[config.mk]
export PLATFORM = sky130hd
export DESIGN_NAME = wall_follower_fsm
export DESIGN_NICKNAME = d
export VERILOG_FILES = /design/src/rtl/robot_pkg.sv /design/src/rtl/wall_follower_cnt.sv /design/src/rtl/wall_follower_fsm.sv
export SDC_FILE = /design/constraint.sdc
export NUM_CORES = 1
export LEC_CHECK = 0
export CORE_UTILIZATION = 58
export CTS_CLUSTER_DIAMETER = 30
export DETAILED_ROUTE_END_ITERATION = 8
export GPL_TIMING_DRIVEN = 0
export PLACE_DENSITY_LB_ADDON = 0.05
export SLEW_MARGIN = 5
export SYNTH_ARGS = -nofsm -noshare
export SYNTH_HDL_FRONTEND = slang
export SYNTH_SLANG_ARGS = --single-unit
[constraint.sdc]
create_clock -name clock -period 2.5 [get_ports clock]
set_input_delay 0.375 -clock clock [delete_from_list [all_inputs] [get_ports clock]]
set_output_delay 0.375 -clock clock [all_outputs]
set_load 0.02 [all_outputs]
[src/rtl/robot_pkg.sv]
// robot_pkg: shared state, orientation codes and default constants for the robot controller
package robot_pkg;
  typedef enum logic [2:0] {SEEK, FOLLOW, LEFT_GO, REMOVE, ROTATE, HALT} state_t;
  typedef enum logic [1:0] {N = 2'b00, S = 2'b01, E = 2'b10, W = 2'b11} orient_t;
  localparam int REMOVE_CYCLES_DEF = 3;
  localparam int RIGHT_TURNS_DEF   = 3;
  function automatic int max2(input int a, input int b);
    return (a > b) ? a : b;
  endfunction
endpackage

[src/rtl/wall_follower_cnt.sv]
// wall_follower_cnt: loadable down-counter with zero flag, shared by remove and rotate sequencing
module wall_follower_cnt #(
  parameter int W = 2
) (
  input  logic         i_clk,
  input  logic         i_rst_n,
  input  logic         i_load,
  input  logic         i_dec,
  input  logic [W-1:0] i_val,
  output logic [W-1:0] o_cnt,
  output logic         o_zero
);
  logic [W-1:0] r_cnt;
  // load wins over decrement; decrement stops at zero
  always_ff @(posedge i_clk or negedge i_rst_n)
    if (!i_rst_n) r_cnt <= '0;
    else if (i_load) r_cnt <= i_val;
    else if (i_dec && r_cnt != '0) r_cnt <= r_cnt - 1'b1;
  assign o_cnt  = r_cnt;
  assign o_zero = (r_cnt == '0);
endmodule

[src/rtl/wall_follower_fsm.sv]
// wall_follower_fsm: left-hand wall-following robot controller; STEP_LIMIT_EN adds a front-move limit and step_count
module wall_follower_fsm
  import robot_pkg::*;
#(
  parameter int REMOVE_CYCLES = REMOVE_CYCLES_DEF,
  parameter int RIGHT_TURNS   = RIGHT_TURNS_DEF
`ifdef STEP_LIMIT_EN
  , parameter int MAX_STEPS   = 1023
`endif
) (
  input  logic clock,
  input  logic reset,
  input  logic head,
  input  logic left,
  input  logic under,
  input  logic barrier,
  output logic front,
  output logic turn,
  output logic remove,
`ifdef STEP_LIMIT_EN
  output logic halted,
  output logic [$clog2(MAX_STEPS+1)-1:0] step_count
`else
  output logic halted
`endif
);
  localparam int CW = $clog2(max2(max2(REMOVE_CYCLES, RIGHT_TURNS), 2));
  state_t r_state, r_ret, w_next, w_ret;
  logic r_front, r_turn, r_remove, r_halted;
  logic w_front, w_turn, w_remove, w_halted, w_load, w_dec, w_zero;
  logic [CW-1:0] w_val, w_cnt;
`ifdef STEP_LIMIT_EN
  localparam int SW = $clog2(MAX_STEPS+1);
  logic [SW-1:0] r_step;
  wire w_limit = (r_step == SW'(MAX_STEPS));
`endif
  wall_follower_cnt #(.W(CW)) u_cnt (
    .i_clk(clock), .i_rst_n(reset), .i_load(w_load), .i_dec(w_dec),
    .i_val(w_val), .o_cnt(w_cnt), .o_zero(w_zero)
  );
  // decision priority: halt, barrier removal, then the per-state wall rule
  always_comb begin
    w_next = r_state;
    w_ret = r_ret;
    w_front = 1'b0;
    w_turn = 1'b0;
    w_remove = 1'b0;
    w_halted = 1'b0;
    w_load = 1'b0;
    w_dec = 1'b0;
    w_val = '0;
    case (r_state)
      HALT: w_halted = 1'b1;
      REMOVE: begin
        w_remove = !w_zero;
        w_dec = !w_zero;
        w_next = w_zero ? r_ret : REMOVE;
      end
      ROTATE: begin
        w_turn = 1'b1;
        w_dec = 1'b1;
        w_next = (w_cnt <= CW'(1)) ? FOLLOW : ROTATE;
      end
      default:
        if (under) begin
          w_next = HALT;
          w_halted = 1'b1;
        end else if (barrier) begin
          w_next = REMOVE;
          w_ret = r_state;
          w_remove = 1'b1;
          w_load = 1'b1;
          w_val = CW'(REMOVE_CYCLES - 1);
        end else if (r_state == SEEK && left) w_next = FOLLOW;
        else if (r_state == FOLLOW && !left) begin
          w_turn = 1'b1;
          w_next = LEFT_GO;
        end else if (!head) begin
          w_front = 1'b1;
          w_next = (r_state == LEFT_GO) ? FOLLOW : r_state;
        end else begin
          w_turn = 1'b1;
          w_next = (RIGHT_TURNS > 1) ? ROTATE : FOLLOW;
          w_load = 1'b1;
          w_val = CW'(RIGHT_TURNS - 1);
        end
    endcase
`ifdef STEP_LIMIT_EN
    if (w_limit) begin
      w_next = HALT;
      w_front = 1'b0;
      w_turn = 1'b0;
      w_remove = 1'b0;
      w_halted = 1'b1;
      w_load = 1'b0;
      w_dec = 1'b0;
    end
`endif
  end
  // state and registered action outputs
  always_ff @(posedge clock or negedge reset)
    if (!reset) begin
      r_state <= SEEK;
      r_ret <= SEEK;
      r_front <= 1'b0;
      r_turn <= 1'b0;
      r_remove <= 1'b0;
      r_halted <= 1'b0;
    end else begin
      r_state <= w_next;
      r_ret <= w_ret;
      r_front <= w_front;
      r_turn <= w_turn;
      r_remove <= w_remove;
      r_halted <= w_halted;
    end
`ifdef STEP_LIMIT_EN
  // step count moves together with each registered front
  always_ff @(posedge clock or negedge reset)
    if (!reset) r_step <= '0;
    else if (w_front && !w_limit) r_step <= r_step + 1'b1;
  assign step_count = r_step;
`endif
  assign front  = r_front;
  assign turn   = r_turn;
  assign remove = r_remove;
  assign halted = r_halted;
endmodule

Word level (Yosys, flattened, before mapping) --
Cells that the tools add are included.
Cells by class: mux-type cells 40, bitwise logic cells 3, add/subtract/negate cells 1, order comparisons 1, eq/ne operators 5, reductions and logical operators 16
Operators by type and width (count):
- $mux W3 | 8
- $mux W1 | 19
- $mux W2 | 8
- $pmux W3 S3 | 1
- $pmux W1 S2 | 4
- $reduce_bool A8 Y1 | 1
- $eq A3 B2 Y1 const B | 2
- $eq A3 B3 Y1 const B | 2
- $reduce_or A2 Y1 | 3
- $reduce_bool A2 Y1 | 2
- $eq A3 B1 Y1 const B | 1
- $logic_and A1 B1 Y1 | 3
- $logic_not A3 Y1 | 1
- $not A1 Y1 | 3
- $reduce_and A3 Y1 | 1
- $reduce_or A3 Y1 | 1
- $le A2 B1 Y1 const B | 1
- $logic_not A1 Y1 | 2
- $logic_not A2 Y1 | 1
- $reduce_and A2 Y1 | 1
- $sub A2 B1 Y2 const B | 1
Word-level totals: bits of input ports 6, word-level logic and storage cells 73, register bits after elaboration 12

Logic depth before layout (Yosys ltp) --
Gate-level depths: netlist (run 1).
depth in word-level cells 8, mapped depth 7, gate-level depth less buffers 6

Hierarchy --
Synthesis (run 1) repeated with hierarchy kept, for this count alone.
Second synthesis, totals: cells, all modules 115, area total of the unflattened synthesis 898.4 µm²
By module, submodules not included:
- wall_follower_fsm | area an instance 765.7 µm², times used 1, seq. area each 250.2 µm², cells each 102
- wall_follower_cnt | area an instance 132.6 µm², times used 1, seq. area each 50.0 µm², cells each 13

Worst setup path after synthesis (run 1) --
Ideal clock, no wire load.
path kind flip-flop to flip-flop, start point register r_state[2], end point register r_state[0], path slack 1.061 ns, arrival time 1.313 ns, buffers on the path 0, stages on the path, launching flop included 6, period minus slack after synthesis 1.439 ns, setup time 0.126 ns, cell sequence dfrtp_1 > and2b_4 > nand2_2 > and2_4 > nor2b_1 > o32a_1
Between the ends: longest elaborated chain between the ends 7, elaborated cells on any way between the ends 16, those cells by class eq/ne (5); mux (5); bitwise (1); reduce/logical (5)
RTL lines:
- from (decl) | RTL line wall_follower_fsm.sv:28 | state_t r_state, r_ret, w_next, w_ret;
- from (signal assigned) | RTL line wall_follower_fsm.sv:110 | r_state <= w_next;
- $eq A3 B1 Y1 | RTL line wall_follower_fsm.sv:75 | else if (r_state == FOLLOW && !left) begin
- $logic_and A1 B1 Y1 | RTL line wall_follower_fsm.sv:75
- $mux W3 | RTL line wall_follower_fsm.sv:75
- $mux W3 | RTL line wall_follower_fsm.sv:74 | end else if (r_state == SEEK && left) w_next = FOLLOW;
- $mux W3 | RTL line wall_follower_fsm.sv:68 | end else if (barrier) begin
- $mux W3 | RTL line wall_follower_fsm.sv:65 | if (under) begin
- $pmux W3 S3 | RTL line wall_follower_fsm.sv:52 | case (r_state)
Parallel ways exist; a longest one is shown, timed or not. A chain may end at the register's enable or synchronous reset.

Final worst setup path (run 1) --
start point input port left, end point register r_state[2]
Between the ends: longest elaborated chain between the ends 7, elaborated cells on any way between the ends 10, those cells by class mux (5); reduce/logical (5)
RTL lines:
- from (decl) | RTL line wall_follower_fsm.sv:14 | input logic left,
- $logic_not A1 Y1 | RTL line wall_follower_fsm.sv:75
- $logic_and A1 B1 Y1 | RTL line wall_follower_fsm.sv:75
- $mux W3 | RTL line wall_follower_fsm.sv:75
- $mux W3 | RTL line wall_follower_fsm.sv:74
- $mux W3 | RTL line wall_follower_fsm.sv:68
- $mux W3 | RTL line wall_follower_fsm.sv:65
- $pmux W3 S3 | RTL line wall_follower_fsm.sv:52
Parallel ways exist; a longest one is shown, timed or not.

==> impl_metrics.ini, run 1 <==
[outcome]
status = finished, final reports clean

[hold_path]
min_from = barrier
hp-class = input port to register
min_to = turn
hold_path_depth = 2

[critical_path]
critPathArrivalTime_ns = 2.06
r2r-start = r_state[2]
r2r_cells = 5
crit_required_ns = 2.71
cp-start-kind = input port
end_kind = register
crit_type = input port to register
r2r_end = r_state[0]
reg2reg_slack_ns = 0.91
cp_max_fo = 10

[grt]
busiest_layer = met2
antenna_found_initial = 0
met3_usage = 0.0889
grt_max_degree = 13
grt_overflow = 0
grt.total_usage = 0.268
grt_pass1_vias = 725
grt_util_met1 = 0.342
grt_pass1_wl_um = 2930
met2_usage = 0.433

[synth]
yosys_warnings = 0
syn_area_um2 = 855
synthCells = 108
synth-seq-area-share = 0.351
synth_cell_types = 34
synth_fp_nets = 116
synth_seq_cells = 12
avgSynthCellArea_um2 = 7.91

[layout]
drive_gt1_frac = 0.134
synthToLayoutAreaGrowth_pct = 14.6
n_antenna_cell = 0
nFillCells = 119
fin_util = 0.735
nets = 128

[timing]
tightest_slew_ns = 0.499
setup_tns_ns = 0
fin_crit_sh = 0.741
finalHoldViolCount = 0
fin_skew_ns = 0.00278
rsz0062_at_grt = false
finalCriticalPeriod_ns = 1.85
max_freq_mhz = 540
maxSlewHeadroom = 0.659
drv_slew = 0
setup_violations = 0

[route]
drt_first_pass_iters = 4
drt-initial-drc-count = 15
drc = 0
drt-wirelength-per-cell_um = 14.2
vias_per_cell = 6.07
wl_um = 1910
antenna_left = 0
num_vias = 813

[power]
peakVddDrop_uv = 414
total_power_mw = 0.897
p_leak_nw = 0.407
powerDensity_mw_per_mm2 = 915

[clock_network]
cts_setup_buffers = 0
clockBufferDepth = 2
clk-insertion-delay-late_ns = 0.27
numCtsBuffers = 3
cts.sinks = 12
cts_hold_buf = 0
tritoncts = built
ctsResizeCount = 0
clk_pin_slew_ns = 0.07
cts_root_buffer = clkbuf_4
htree_levels = 1

[die]
rows = 13
core_area_mm2 = 0.00133
start_util = 0.641
dieArea_mm2 = 0.00163
io_pins = 10
die_width_um = 40.4
die_h_um = 40.4

[placement]
numPortBuffers = 7
gp_congestion = 0.924
hpwl_um = 1370

[run]
drv_cap = 0
[sequential cells by signal, summed over array words and instances (netlist names)]
register,cells
front,1
halted,1
r_ret,3
r_state,3
remove,1
turn,1
u_cnt.o_cnt,2
[synth_stat cells (all sizes together)]
library cell / number / share of area
a2111oi: 1 / 0.010
a21boi: 1 / 0.0088
a21oi: 13 / 0.076
a22o: 1 / 0.010
a31oi: 1 / 0.0073
and2: 2 / 0.018
and2b: 1 / 0.012
buf: 7 / 0.048
clkbuf: 1 / 0.0044
dfrtp: 12 / 0.35
ha: 2 / 0.029
inv: 7 / 0.031
nand2: 10 / 0.047
nand2b: 4 / 0.029
nor2: 11 / 0.051
nor2b: 4 / 0.029
nor3: 3 / 0.018
o21ai: 9 / 0.053
o21bai: 1 / 0.0088
o221ai: 1 / 0.010
o22a: 2 / 0.021
o22ai: 5 / 0.037
o311a: 1 / 0.012
o311ai: 1 / 0.010
o31ai: 2 / 0.018
o32a: 2 / 0.023
o32ai: 1 / 0.010
or3: 1 / 0.0073
xor2: 1 / 0.010
[how the worst max path moves through the flow]
stage,from,slack [ns],to,cells after the start
finish,left,0.65,r_state[2],6
global route,left,0.63,r_state[2],6
CTS,left,0.64,r_state[2],6
detailed placement,left,0.54,r_state[2],6
global placement,left,0.55,r_state[2],6
floorplan,r_state[2],1.06,r_state[0],5
[cell type report]
type	count	area [µm²]	share of cell area
Multi-Input combinational cell	81	483	0.493
Sequential cell	12	300	0.307
Timing Repair Buffer	7	70.1	0.0715
Buffer	8	45.0	0.0460
Clock buffer	4	36.3	0.0370
Inverter	7	26.3	0.0268
Tap cell	15	18.8	0.0192
[through the flow]
step	area (µm²)	setup slack, ns	instances	hold WS [ns]
2_1_floorplan	855	1.06	108	0.0794
3_3_place_gp	943	0.549	130	0.506
3_5_place_dp	943	0.539	130	0.523
4_1_cts	980	0.643	134	0.411
5_1_grt	980	0.626	134	0.426
6_report	980	0.647	134	0.417
[placed cells by master, fill, tap and decap left out, types with 2 or more instances in the layout]
cell type / Yosys / routed
buf_2: 6 / 6
nand2_1: 9 / 9
a21oi_1: 13 / 13
clkdlybuf4s50_1: 0 / 7
o31ai_1: 2 / 2
o32a_1: 2 / 2
o21ai_0: 9 / 9
o22a_1: 2 / 2
nor2b_1: 4 / 4
o22ai_1: 5 / 5
nor2_1: 10 / 10
clkbuf_4: 0 / 3
ha_1: 2 / 2
dfrtp_1: 12 / 12
nand2b_1: 4 / 4
nor3_1: 3 / 3
inv_1: 6 / 6
[power by group]
part	total (mW)	switching [mW]	internal, mW
combinational	0.445	0.254	0.191
sequential	0.300	0.0455	0.255
clock	0.152	0.0631	0.0884
[routing by layer]
metal | wire length [µm] | vias up
met4 | 0 | 0
li1 | - | 413
met3 | 139 | 0
met5 | 0 | -
met2 | 878 | 33
met1 | 888 | 367
[critical path, cell delays in order]
cell,delay (ns)
clkdlybuf4s50_1,0.46
buf_2,0.21
nor2b_1,0.21
nor2_1,0.07
a2111oi_0,0.52
o32a_1,0.22
[cells by family after synthesis]
family | synth area share
AND/OR/NAND/NOR | 0.211
AO/OA/AOI/OAI | 0.315
adder cells (fa/ha/maj) | 0.0293
buffers and inverters | 0.0834
flip-flops | 0.351
XOR/XNOR | 0.0103
Note: power is estimated with default switching activity, not from simulation.
==> inputs of run 2 (changes only) <==
CORE_UTILIZATION = 48   (was 58)
clock period = 1.7 ns   (was 2.5 ns; I/O delays follow)
==> impl_metrics.ini, run 2 (synthesis results as in run 1) <==
[critical_path]
r2r_end = r_state[0]
reg2reg_slack_ns = 0.12
end_kind = register
cp_max_fo = 6
cp-start-kind = register
critPathArrivalTime_ns = 1.73
crit_type = register to register
r2r-start = r_state[2]
crit_required_ns = 1.85
r2r_cells = 5

[route]
drc = 1
drt-wirelength-per-cell_um = 13.9
num_vias = 825
vias_per_cell = 6.16
wl_um = 1860
antenna_left = 0
drt-initial-drc-count = 19
drt_first_pass_iters = 6

[timing]
maxSlewHeadroom = 0.647
setup_tns_ns = 0
rsz0062_at_grt = false
finalHoldViolCount = 0
drv_slew = 0
finalCriticalPeriod_ns = 1.58
tightest_slew_ns = 0.528
worst_slack_ns = 0.122
setup_violations = 0
fin_crit_sh = 0.928
max_freq_mhz = 634
fin_skew_ns = 0.0111

[clock_network]
cts_root_buffer = clkbuf_4
clk_pin_slew_ns = 0.06
clk-insertion-delay-late_ns = 0.28
htree_levels = 1
cts_hold_buf = 0
numCtsBuffers = 3
tritoncts = built
clockBufferDepth = 2
cts.sinks = 12

[placement]
dpl_worst_slack_ns = -0.140
gp_congestion = 0.886
numPlacedInstances = 131
numPortBuffers = 7
placed_cell_area_um2 = 945
hpwl_um = 1380

[layout]
fin_util = 0.614
final_common_cell = a21oi_1
design_area_um2 = 968
multi_input_area_um2 = 484
register_area_um2 = 300
stdcell_count = 134
n_antenna_cell = 0
synthToLayoutAreaGrowth_pct = 13.3
final_cell_mix = a21oi_1, dfrtp_1, nor2_1
nets = 128
nFillCells = 148
drive_gt1_frac = 0.127

[die]
die_width_um = 44.2
rows = 14
io_pins = 10
die_h_um = 44.2
dieArea_mm2 = 0.00195
start_util = 0.542
core_area_mm2 = 0.00158

[grt]
grt_max_degree = 13
antenna_found_initial = 0
grt_overflow = 0
grt_pass1_vias = 734
grt_pass1_wl_um = 3170
grt.total_usage = 0.220

[power]
switching_power_mw = 0.524
clkPwrFrac = 0.136
powerDensity_mw_per_mm2 = 1300
pwr-share-seq = 0.349
comb_power_share = 0.515
p_leak_nw = 0.400
peakVddDrop_uv = 506
switching_share = 0.415
intPower_mw = 0.739

[run]
drv_cap = 0

[hold_path]
hp-class = input port to register
min_to = turn
hold_path_depth = 2
min_from = under

[outcome]
status = complete, but fails checks
violations = DRC
run 2: changes by cell type in the layout (fill, tap and decap cells not counted):
cell / delta
a2111oi_0: -1
a2111oi_1: +1
clkbuf_8: -1
run 2: worst max path at each step:
| stage | slack (ns) | to | from | depth (start not counted) |
|---|---|---|---|---|
| after floorplan | 0.26 | r_state[0] | r_state[2] | 5 |
| after global placement | -0.14 | r_state[2] | left | 6 |
| after detailed placement | -0.14 | r_state[2] | left | 6 |
| after CTS | 0.12 | r_state[2] | left | 6 |
| after global routing | 0.005 | r_state[2] | left | 6 |
| final | 0.12 | r_state[0] | r_state[2] | 5 |
run 2: through the flow:
stage               power [mW]  hold WS (ns)
floorplan                0.912       -0.0406
global placement          1.08         0.509
detailed placement        1.09         0.525
CTS                       1.26         0.306
global route              1.37         0.323
finish                    1.26         0.302
run 2: final cells by class:
type / count / area share
multi-input cells: 81 / 0.500
flip-flops and latches: 12 / 0.310
repair buffers: 7 / 0.0724
plain buffers: 8 / 0.0465
inverters: 7 / 0.0271
clock buffers: 3 / 0.0233
well taps: 16 / 0.0207
run 2: power by group through the flow:
| stage | clock [mW] | sequential [mW] | combinational, mW |
|---|---|---|---|
| 2_1_floorplan | 0 | 0.463 | 0.449 |
| 3_3_place_gp | 0 | 0.442 | 0.635 |
| 3_5_place_dp | 0 | 0.445 | 0.642 |
| 4_1_cts | 0.174 | 0.439 | 0.648 |
| 5_1_grt | 0.181 | 0.452 | 0.738 |
| 6_report | 0.171 | 0.441 | 0.650 |
run 2: timing repair:
action | CTS | global route
endpoints found under the setup margin | 0 | 1
setup buffers | 0 | 0
gates resized for setup | 0 | 1
run 2: critical path: stages (launching register included):
cell     delay [ns]
dfrtp_1        0.44
and2b_4        0.32
nand2_2        0.07
and2_4         0.18
nor2b_1        0.12
o32a_1         0.33
run 2: per-layer routing:
metal	global-route usage	share of wire	wire (µm)
met5	0	0	0
met4	0.0727	0.020	38
met3	0.0571	0.064	118
met2	0.350	0.46	860
met1	0.291	0.45	838
